### src/rtl/io_panel_ctrl.sv
// Board-side I/O panel: debounces two 6-bit switch groups for the CPU input
// ports and scans the low byte of four CPU output ports onto an 8-digit display.
module io_panel_ctrl #(
  parameter int DEBOUNCE_CYCLES = 16,
  parameter int SCAN_CYCLES     = 4
) (
  input  logic        clock,
  input  logic        resetn,
  input  logic [5:0]  sw0,
  input  logic [5:0]  sw1,
  input  logic [31:0] out_port0,
  input  logic [31:0] out_port1,
  input  logic [31:0] out_port2,
  input  logic [31:0] out_port3,
  output logic [5:0]  in_port0,
  output logic [5:0]  in_port1,
  output logic        in_change,
  output logic [7:0]  seg_an,
  output logic [6:0]  seg_n
);

  localparam int CNT_W  = $clog2(DEBOUNCE_CYCLES);
  localparam int SCAN_W = (SCAN_CYCLES > 1) ? $clog2(SCAN_CYCLES) : 1;
  localparam logic [CNT_W-1:0]  CNT_MAX  = CNT_W'(DEBOUNCE_CYCLES - 1);
  localparam logic [SCAN_W-1:0] SCAN_MAX = SCAN_W'(SCAN_CYCLES - 1);

  function automatic logic [6:0] hex_enc(input logic [3:0] nib);
    case (nib)
      4'h0: hex_enc = 7'h3F;
      4'h1: hex_enc = 7'h06;
      4'h2: hex_enc = 7'h5B;
      4'h3: hex_enc = 7'h4F;
      4'h4: hex_enc = 7'h66;
      4'h5: hex_enc = 7'h6D;
      4'h6: hex_enc = 7'h7D;
      4'h7: hex_enc = 7'h07;
      4'h8: hex_enc = 7'h7F;
      4'h9: hex_enc = 7'h6F;
      4'hA: hex_enc = 7'h77;
      4'hB: hex_enc = 7'h7C;
      4'hC: hex_enc = 7'h39;
      4'hD: hex_enc = 7'h5E;
      4'hE: hex_enc = 7'h79;
      default: hex_enc = 7'h71;
    endcase
  endfunction

  logic [1:0][5:0]       sw_raw;
  logic [1:0][5:0]       sync_p0;
  logic [1:0][5:0]       sync_p1;
  logic [1:0][5:0]       cand;
  logic [1:0][5:0]       stable;
  logic [1:0][CNT_W-1:0] cnt;
  logic [1:0]            chg_req;

  logic [SCAN_W-1:0]     scan_cnt;
  logic [2:0]            digit;
  logic                  scan_wrap;
  logic                  frame_end;
  logic [3:0][7:0]       snap;
  logic [3:0]            nibble;
  logic                  unused_hi;

  assign sw_raw    = {sw1, sw0};
  assign unused_hi = ^{out_port0[31:8], out_port1[31:8], out_port2[31:8], out_port3[31:8]};

  // Stage p0/p1: two-flop synchronizer for the asynchronous switch pins
  always_ff @(posedge clock) begin
    if (!resetn) begin
      sync_p0 <= '0;
      sync_p1 <= '0;
    end else begin
      sync_p0 <= sw_raw;
      sync_p1 <= sync_p0;
    end
  end

  always_comb begin
    chg_req = '0;
    for (int g = 0; g < 2; g++) begin
      chg_req[g] = (sync_p1[g] == cand[g]) && (cnt[g] == CNT_MAX) && (stable[g] != cand[g]);
    end
  end

  // Debounce stage: a group is accepted only after CNT_MAX+1 unchanged samples
  always_ff @(posedge clock) begin
    if (!resetn) begin
      cand      <= '0;
      cnt       <= '0;
      stable    <= '0;
      in_change <= 1'b0;
    end else begin
      for (int g = 0; g < 2; g++) begin
        if (sync_p1[g] != cand[g]) begin
          cand[g] <= sync_p1[g];
          cnt[g]  <= '0;
        end else if (cnt[g] != CNT_MAX) begin
          cnt[g]  <= cnt[g] + CNT_W'(1);
        end else if (stable[g] != cand[g]) begin
          stable[g] <= cand[g];
        end
      end
      in_change <= |chg_req;
    end
  end

  assign in_port0 = stable[0];
  assign in_port1 = stable[1];

  assign scan_wrap = (scan_cnt == SCAN_MAX);
  assign frame_end = scan_wrap && (digit == 3'd7);

  // Scan stage: digit advance and per-frame snapshot of the displayed bytes
  always_ff @(posedge clock) begin
    if (!resetn) begin
      scan_cnt <= '0;
      digit    <= '0;
      snap     <= '0;
    end else begin
      scan_cnt <= scan_wrap ? '0 : scan_cnt + SCAN_W'(1);
      if (scan_wrap) digit <= digit + 3'd1;
      if (frame_end) snap <= {out_port3[7:0], out_port2[7:0], out_port1[7:0], out_port0[7:0]};
    end
  end

  always_comb begin
    nibble = digit[0] ? snap[digit[2:1]][7:4] : snap[digit[2:1]][3:0];
  end

  // Output stage: registered digit enable and segment pattern
  always_ff @(posedge clock) begin
    if (!resetn) begin
      seg_an <= 8'hFF;
      seg_n  <= 7'h7F;
    end else begin
      seg_an <= ~(8'd1 << digit);
      seg_n  <= ~hex_enc(nibble);
    end
  end

endmodule

### config.mk
export PLATFORM = sky130hd
export DESIGN_NAME = io_panel_ctrl
export DESIGN_NICKNAME = d
export VERILOG_FILES = /design/src/rtl/io_panel_ctrl.sv
export SDC_FILE = /design/constraint.sdc
export NUM_CORES = 1
export LEC_CHECK = 0
export CORE_MARGIN = 4
export CORE_UTILIZATION = 40
export CTS_BUF_LIST = sky130_fd_sc_hd__clkbuf_8
export CTS_CLUSTER_DIAMETER = 60
export DETAILED_ROUTE_END_ITERATION = 7
export GPL_ROUTABILITY_DRIVEN = 1
export PLACE_DENSITY = 0.75
export SLEW_MARGIN = 20
export SYNTH_ARGS = -nofsm -noshare
export SYNTH_HDL_FRONTEND = slang
export SYNTH_SLANG_ARGS = --single-unit
### constraint.sdc
create_clock -name clock -period 2.9 [get_ports clock]
set_input_delay 0.58 -clock clock [delete_from_list [all_inputs] [get_ports clock]]
set_output_delay 0.58 -clock clock [all_outputs]
set_load 0.1 [all_outputs]
Word-level counts from Yosys, hierarchy flattened --
Memories as Yosys holds them, arrays and structs flattened. Index checks and enable logic that the tools add are counted.
Word-level totals: bits in read-only memories 112, word-level logic and storage cells 60, input port bits 142, flip-flop bits (word level) 109, memories 1, output and inout bits 28
Memory list:
- (no name shown) | words 16, width 7, read ports 1, clocked after Yosys merged registers in 0, wr ports 0, line 28 | case (nib)
Cells by class: equal/unequal tests 12, muxes and demuxes 4, bitwise operators 7, $add $sub $neg 4, reduce and logical (&&, ||, !) cells 11, shifts and indexed selects 1, $lt $le $gt $ge 1
Operators with widths (count):
- $ne A6 B6 Y1 | 4
- $bmux W8 S2 | 1
- $eq A6 B6 Y1 | 2
- $add A4 B1 Y4 const B | 2
- $eq A4 B4 Y1 const B | 2
- $mux W8 | 1
- $ne A4 B4 Y1 const B | 2
- $not A8 Y8 | 1
- $reduce_or A2 Y1 | 4
- $shl A1 B3 Y8 const A | 1
- $mux W7 | 1
- $not A7 Y7 | 1
- $reduce_and A3 Y1 | 2
- $logic_and A1 B1 Y1 | 5
- $not A1 Y1 | 5
- $mux W4 | 1
- $add A3 B1 Y3 const B | 1
- $eq A3 B3 Y1 const B | 1
- $lt A2 B3 Y1 const B | 1
- $add A2 B1 Y2 const B | 1
- $eq A2 B2 Y1 const B | 1

Longest topological paths before layout --
Gate-level depths: netlist (run 1). An unclocked memory read counts as a cell.
word-level depth 6, mapped depth 10, mapped depth without buffers 9

Least setup slack after synthesis (run 1) --
No wires, ideal clock.
path type register to register, start point register digit[0], end point register seg_n[3], stages on the path, launching flop included 10, path slack 0.636 ns, data required time 2.763 ns, arrival time 2.127 ns, clock period less this slack 2.264 ns, setup time 0.137 ns, path through dfxtp_1 buf_4 mux4_2 mux2i_2 inv_2 ha_1 inv_1 a21oi_1 a2111oi_0 a31oi_1
Between the ends: cells in the longest elaborated chain, start to end 4
Ends and longest elaborated chain:
- start: declaration | line 57 | logic [2:0] digit;
- start signal: assignment | line 121 | if (scan_wrap) digit <= digit + 3'd1;
- $mux W4 | line 127 | nibble = digit[0] ? snap[digit[2:1]][7:4] : snap[digit[2:1]][3:0];
- $mem_v2 Z16 W7
- $mux W7 | line 132 | if (!resetn) begin
- $not A7 Y7 | line 137 | seg_n <= ~hex_enc(nibble);
- end signal: assignment | line 137
- end: declaration | line 19 | output logic [6:0] seg_n
Every way passes these cells. The select of a mux whose other input is x is not followed. A chain may end at the register's enable or synchronous reset.

Worst setup path in the final report (run 1) --
Same ends and word-level chain as after synthesis.

==> results of run 1 <==
-- metrics by stage --
stage	util, %	instance area, um2	setup WS (ns)
finish	50.8	5290	0.474
global route	50.8	5290	0.284
CTS	50.8	5290	0.481
detailed placement	48.8	5080	0.488
global placement	48.8	5080	0.526
floorplan	-	4330	0.636
-- power by group --
part           internal, uW  switching [uW]
sequential             1540            24.4
combinational           121             169
clock                   448             495
-- flip-flops by register name, summed over array words and instances (netlist names) --
name / cells
in_port0: 6
seg_n: 7
sync_p1: 12
sync_p0: 12
scan_cnt: 2
digit: 3
in_port1: 6
snap: 32
cand: 12
seg_an: 8
in_change: 1
cnt: 8
-- worst paths after layout --
| path | start | to | cells after the start |
|---|---|---|---|
| worst max-delay path | digit[0]$_SDFFE_PN0P_ | seg_n[3]$_SDFF_PN1_ | 8 |
| worst min-delay path | scan_cnt[0]$_SDFF_PP0_ | scan_cnt[0]$_SDFF_PP0_ | 1 |
| worst min register to register | scan_cnt[0]$_SDFF_PP0_ | scan_cnt[0]$_SDFF_PP0_ | 1 |
| worst max register to register | digit[0]$_SDFFE_PN0P_ | seg_n[3]$_SDFF_PN1_ | 8 |
-- cell usage in the layout (no fill, tap or decap), drive strengths merged, types with 2 or more instances in the layout --
master / n
o21ai: 3
and2: 38
nor2: 16
a211oi: 3
o221ai: 3
nor4: 2
nor2b: 2
buf: 36
mux4: 6
nand2: 103
and3: 4
clkinv: 2
dfxtp: 109
xnor2: 13
clkbuf: 11
mux2i: 24
clkdlybuf4s50: 44
a21oi: 35
nand4: 2
nand3: 11
ha: 15
a31oi: 5
xor2: 14
inv: 8
nor3: 6
-- worst max-delay path, stage by stage (launching register included) --
cell and delay [ns]:
sky130_fd_sc_hd__dfxtp_1 0.46, sky130_fd_sc_hd__mux4_2 0.56, sky130_fd_sc_hd__mux2i_2 0.37, sky130_fd_sc_hd__inv_2 0.11, sky130_fd_sc_hd__ha_1 0.19, sky130_fd_sc_hd__inv_1 0.08
sky130_fd_sc_hd__a21oi_1 0.04, sky130_fd_sc_hd__a2111oi_0 0.41, sky130_fd_sc_hd__a31oi_1 0.07
-- area by class of cell --
class                      count  share of cell area, %
sequential                   109                   41.2
multi-input combinational    313                   37.7
timing repair buffer          80                   13.4
tap                          136                   3.21
clock buffer                  11                   2.86
clock inverter                 5                   1.11
inverter                       7                  0.496
-- kinds of logic (layout without fill, tap and decap cells) --
group / Yosys count / count (layout) / share of synthesized area [%]
AOI/OAI and AO/OA: 54 / 54 / 7.49
xor gates and xnor gates: 27 / 27 / 5.46
adders and majority gates: 15 / 15 / 4.34
buffers and inverters: 35 / 103 / 3.47
DFF: 109 / 109 / 50.4
muxes: 31 / 31 / 9.28
and+or+nand+nor: 186 / 186 / 19.6
-- per-layer routing --
layer	track usage, %	part of all wire (%)	up-vias
met5	0	0	-
met2	21.1	45	61
met1	17.5	49	1461
met4	6.49	2.3	0
li1	-	-	1629
met3	3.07	3.9	16
==> impl_metrics.yaml, run 1 <==
flow_run:
  max_cap_viol_count: 0
timing:
  finalHoldViolCount: 0
  slew_headroom_pct: 60.5
  report.final.setup_viol: 0
  hold_slack_ns: 0.433
  setup_total_negative_slack_ns: 0
  min_period_over_period_pct: 83.7
  drv_slew: 0
  finalClockSkew_ns: 0.00825
  setup_repair_after_global_routing_missed_its_margin: "no"
  max_freq_ghz: 0.412
  worstMarginPinSlew_ns: 0.592
  min_period_ns: 2.43
die:
  initial_utilization_pct: 41.6
  floorplan.rows: 37
  die_area_mm2: 0.0126
  number_of_top_level_pins: 170
  die_height_um: 112
  coreArea_mm2: 0.0104
  die_width_um: 112
global_route:
  global_route.usage.total_pct: 13.4
  grt_start_max_net_pins: 73
  grt_first_pass_wirelength_um: 13900
  grt_overflow: 0
  antenna_violations_before_repair: 0
  vias_in_the_first_global_route: 3057
power:
  total_power_draw_uw: 2790
  ir_worst_vdd_mv: 0.245
  power_density_mw_per_mm2: 528
  leakage_uw: 0.00206
drt:
  drt_iter0_drc: 108
  antenna_left: 0
  detail_route.vias_per_cell: 4.79
  route.detailed.wl_per_inst_um: 12.4
  detailedRoute.firstPassIterationCount: 4
  wirelength_um: 8190
  dr_total_vias: 3167
  drc_violation_count_after_routing: 0
cts:
  tritoncts_clock_tree: "yes"
  clock_pin_slew_worst_setup_and_hold_paths_ns: 0.10
  clock_sink_count: 109
  cts_resized: 0
  number_of_hold_buffers_added_after_cts: 0
  cts_max_level: 3
  clock_insertion_delay_worst_skew_ns: 0.37
  post_cts.repair.setup_buffers: 0
  cts_buffers: 9
  clock_path_buffers: 2
  clock_tree.root_cell: "sky130_fd_sc_hd__clkbuf_8"
finish:
  drive_above_1_share_pct: 11.8
  syn2layout_area_growth_pct: 22.3
  number_of_inserted_diodes: 0
  fillerInstances: 981
  regArea_mm2: 0.00218
  finalNonFillerCells: 661
  final_net_count: 677
  multi_input_combinational_cell_area_mm2: 0.00200
setup_path:
  register_to_register_setup_slack_ns: 0.47
  worstSetupPathType: "reg2reg"
  timing.critical_path.required_ns: 3.13
  critPathMaxFanout: 5
  critPathCaptureType: "flop"
  cp_data_arrival_time_ns: 2.66
  critical_path.startpoint_type: "flop"
synthesis:
  synth_largest_area_cell: "sky130_fd_sc_hd__dfxtp_1"
  yosys_warnings: 0
  ys_seq_area_share_pct: 50.4
  largest_cells_by_area_after_synthesis: "sky130_fd_sc_hd__dfxtp_1 50%, sky130_fd_sc_hd__nand2_1 8.9%, sky130_fd_sc_hd__and2_1 5.5%, sky130_fd_sc_hd__mux2i_1 5.1%, sky130_fd_sc_hd__ha_1 4.3%"
  synthCells: 457
  yosys-top-cells-count: "109 x sky130_fd_sc_hd__dfxtp_1, 103 x sky130_fd_sc_hd__nand2_1, 38 x sky130_fd_sc_hd__and2_1"
  synth.cell_area_mm2: 0.00433
  synth_top_cell_area_share_pct: 50.4
  number_of_enable_type_register_cells_in_the_synthesized_netlist: 0
  postSynth.topFlopCell: "sky130_fd_sc_hd__dfxtp_1"
  synthDistinctLibCells: 38
  yosys.cell_count.top_type: "sky130_fd_sc_hd__dfxtp_1"
  ys_async_sr_fraction_pct: 0
  syn_nets: 614
  mean_area_per_synthesized_cell_um2: 9.47
  yosys_register_bits: 109
hold_path:
  holdCritPathClass: "reg2reg"
run_status:
  run_status: "completed"
place:
  gp_congestion: 0.785
  hpwl_um: 5930
  placement.io_buffers: 73
  dp.cells: 645
No activity file was read; power rests on OpenSTA's default activity.
==> inputs of run 2 (changes only) <==
PLACE_DENSITY = 0.78   (was 0.75)
clock period = 2.2 ns   (was 2.9 ns; I/O delays follow)
==> run 2 against run 1 <==
Effect of this change: first-iteration DRC count is 19% higher; critical path depth is 2 lower; sequential share of layout area is 0.75 points lower; total power is 31% higher; hold slack worse by 0.0047 ns; design area is 2.0% higher; combinational power is 37% higher; utilization is 1.0 points higher; flip-flop and latch count stayed put.
==> impl_metrics.yaml, run 2 (synthesis gave the netlist of run 1 again) <==
run_status:
  run_status: "completed"
global_route:
  global_route.usage.total_pct: 13.9
  grt_overflow: 0
  grt_start_max_net_pins: 73
  vias_in_the_first_global_route: 3146
  grt_first_pass_wirelength_um: 14400
  antenna_violations_before_repair: 0
setup_path:
  critPathCaptureType: "flop"
  crit_buf_inv: 2
  crit-reg2reg-capture: "seg_n[5]$_SDFF_PN1_"
  max_stage_delay_cell_worst_path: "sky130_fd_sc_hd__mux4_1"
  register_to_register_setup_slack_ns: 0.16
  regToRegStartpoint: "digit[0]$_SDFFE_PN0P_"
  timing.critical_path.required_ns: 2.41
  critical_path.startpoint_type: "flop"
  max_stage_delay_ns: 0.58
  critical_path.top_delay_family: "multiplexers"
  timing.critical_path.cells: "buf_4, mux4_1, mux2i_2, buf_6, mux2i_1, o221ai_1"
  worstSetupPathType: "reg2reg"
  timing.reg2reg.worst_path_depth: 6
  cp_data_arrival_time_ns: 2.26
  critPathMaxFanout: 11
die:
  coreArea_mm2: 0.0104
  die_width_um: 112
  die_area_mm2: 0.0126
  initial_utilization_pct: 41.6
  floorplan.rows: 37
  die_height_um: 112
  number_of_top_level_pins: 170
hold_path:
  hold_start: "sync_p0[11]$_SDFF_PN0_"
  hold-path-cell-count: 1
  holdCritPathClass: "reg2reg"
  min_delay_worst_endpoint: "sync_p1[11]$_SDFF_PN0_"
finish:
  final_net_count: 686
  register_name_with_the_most_flops: "snap"
  finalNonFillerCells: 670
  largest_register_ffs: 32
  syn2layout_area_growth_pct: 24.8
  mostFrequentLayoutCell: "sky130_fd_sc_hd__dfxtp_1"
  drive_above_1_share_pct: 13.9
  layout.cells.most_common_list: "108 x sky130_fd_sc_hd__dfxtp_1, 102 x sky130_fd_sc_hd__nand2_1, 44 x sky130_fd_sc_hd__clkdlybuf4s50_1, 41 x sky130_fd_sc_hd__buf_4, 38 x sky130_fd_sc_hd__and2_1"
  number_of_inserted_diodes: 0
cts:
  tritoncts_clock_tree: "yes"
  cts_max_level: 3
  clock_pin_slew_worst_setup_and_hold_paths_ns: 0.10
  clock_tree.root_cell: "sky130_fd_sc_hd__clkbuf_8"
  clock_path_buffers: 2
  clock_insertion_delay_worst_skew_ns: 0.36
  clock_sink_count: 109
  post_cts.repair.setup_buffers: 0
  cts_buffers: 9
timing:
  min_period_ns: 2.04
  slew_headroom_pct: 58.9
  setup_repair_after_global_routing_missed_its_margin: "no"
  setup_total_negative_slack_ns: 0
  finalClockSkew_ns: 0.00878
  min_period_over_period_pct: 92.9
  worstMarginPinSlew_ns: 0.616
  finalHoldViolCount: 0
  drv_slew: 0
  report.final.setup_viol: 0
  max_freq_ghz: 0.489
drt:
  detail_route.vias_per_cell: 4.80
  dr_total_vias: 3213
  drt_iter0_drc: 128
  detailedRoute.firstPassIterationCount: 4
  wirelength_um: 8600
  drc_violation_count_after_routing: 0
  route.detailed.wl_per_inst_um: 12.8
  antenna_left: 0
power:
  leakage_uw: 0.00211
  power.net_switching_uw: 915
  power.combinational.fraction_pct: 10.8
  seq_power_share_pct: 56.1
  power_density_mw_per_mm2: 678
  ir_worst_vdd_mv: 0.362
  clockPowerShare_pct: 33.1
  power.internal_uw: 2750
  sw_frac_of_total_pct: 25.0
flow_run:
  max_cap_viol_count: 0
place:
  gp_congestion: 0.810
  hpwl_um: 6200
  dp.cells: 654
  placement.io_buffers: 73
## run 2: worst max path at each step
| stage | startpoint | endpoint | cells after the start |
|---|---|---|---|
| floorplan | digit[0]$_SDFFE_PN0P_ | seg_n[3]$_SDFF_PN1_ | 9 |
| global placement | digit[0]$_SDFFE_PN0P_ | seg_n[3]$_SDFF_PN1_ | 8 |
| detailed placement | digit[0]$_SDFFE_PN0P_ | seg_n[3]$_SDFF_PN1_ | 8 |
| CTS | digit[0]$_SDFFE_PN0P_ | seg_n[3]$_SDFF_PN1_ | 10 |
| global route | digit[0]$_SDFFE_PN0P_ | seg_n[4]$_SDFF_PN1_ | 6 |
| finish | digit[0]$_SDFFE_PN0P_ | seg_n[5]$_SDFF_PN1_ | 6 |
## run 2: worst reg2reg max path, delay by kind of cell (launching register included)
kind | cells | cell delay [ns]
compound gates | 1 | 0.13
buf+inv | 2 | 0.34
flops | 1 | 0.39
mux | 3 | 1.03
## run 2: area by class of cell
type	count	area, um2
Clock buffer	10	138
Fill cell	944	5010
Timing Repair Buffer	89	805
Sequential cell	109	2190
Tap cell	136	170
Inverter	7	26.3
Multi-Input combinational cell	313	2010
Clock inverter	6	62.6
## run 2: metal layers
| layer | up-vias | track usage, % | part of all wire [%] |
|---|---|---|---|
| met5 | - | 0 | 0 |
| met4 | 0 | 5.29 | 1.3 |
| met3 | 9 | 3.29 | 4.0 |
| met2 | 62 | 22.7 | 48 |
| met1 | 1493 | 18.0 | 47 |
| li1 | 1649 | - | - |
## run 2: stage by stage
| step | power, uW | hold slack (ns) | util [%] | area (um2) | setup slack (ns) |
|---|---|---|---|---|---|
| 6_report | 3660 | 0.429 | 51.9 | 5400 | 0.157 |
| 5_1_grt | 3820 | 0.451 | 51.9 | 5400 | 0.0198 |
| 4_1_cts | 3700 | 0.436 | 51.7 | 5390 | 0.00546 |
| 3_5_place_dp | 2500 | 0.417 | 49.8 | 5180 | -0.0668 |
| 3_3_place_gp | 2490 | 0.412 | 49.8 | 5180 | 0.0187 |
| 2_1_floorplan | 2350 | 0.404 | - | 4340 | 0.0205 |
## run 2: power by group through the flow
stage	clock, uW	sequential (uW)	combinational (uW)
after floorplan	0	2200	150
after global placement	0	2100	388
after detailed placement	0	2100	395
after CTS	1250	2060	397
after global routing	1330	2060	428
final	1210	2050	396
## run 2: repair_timing
action	in CTS	in global routing
endpoints found under the setup margin	2	5
endpoints found under the hold margin	0	0
pin swaps	0	1
hold buffers	0	0
gates resized for setup	2	4
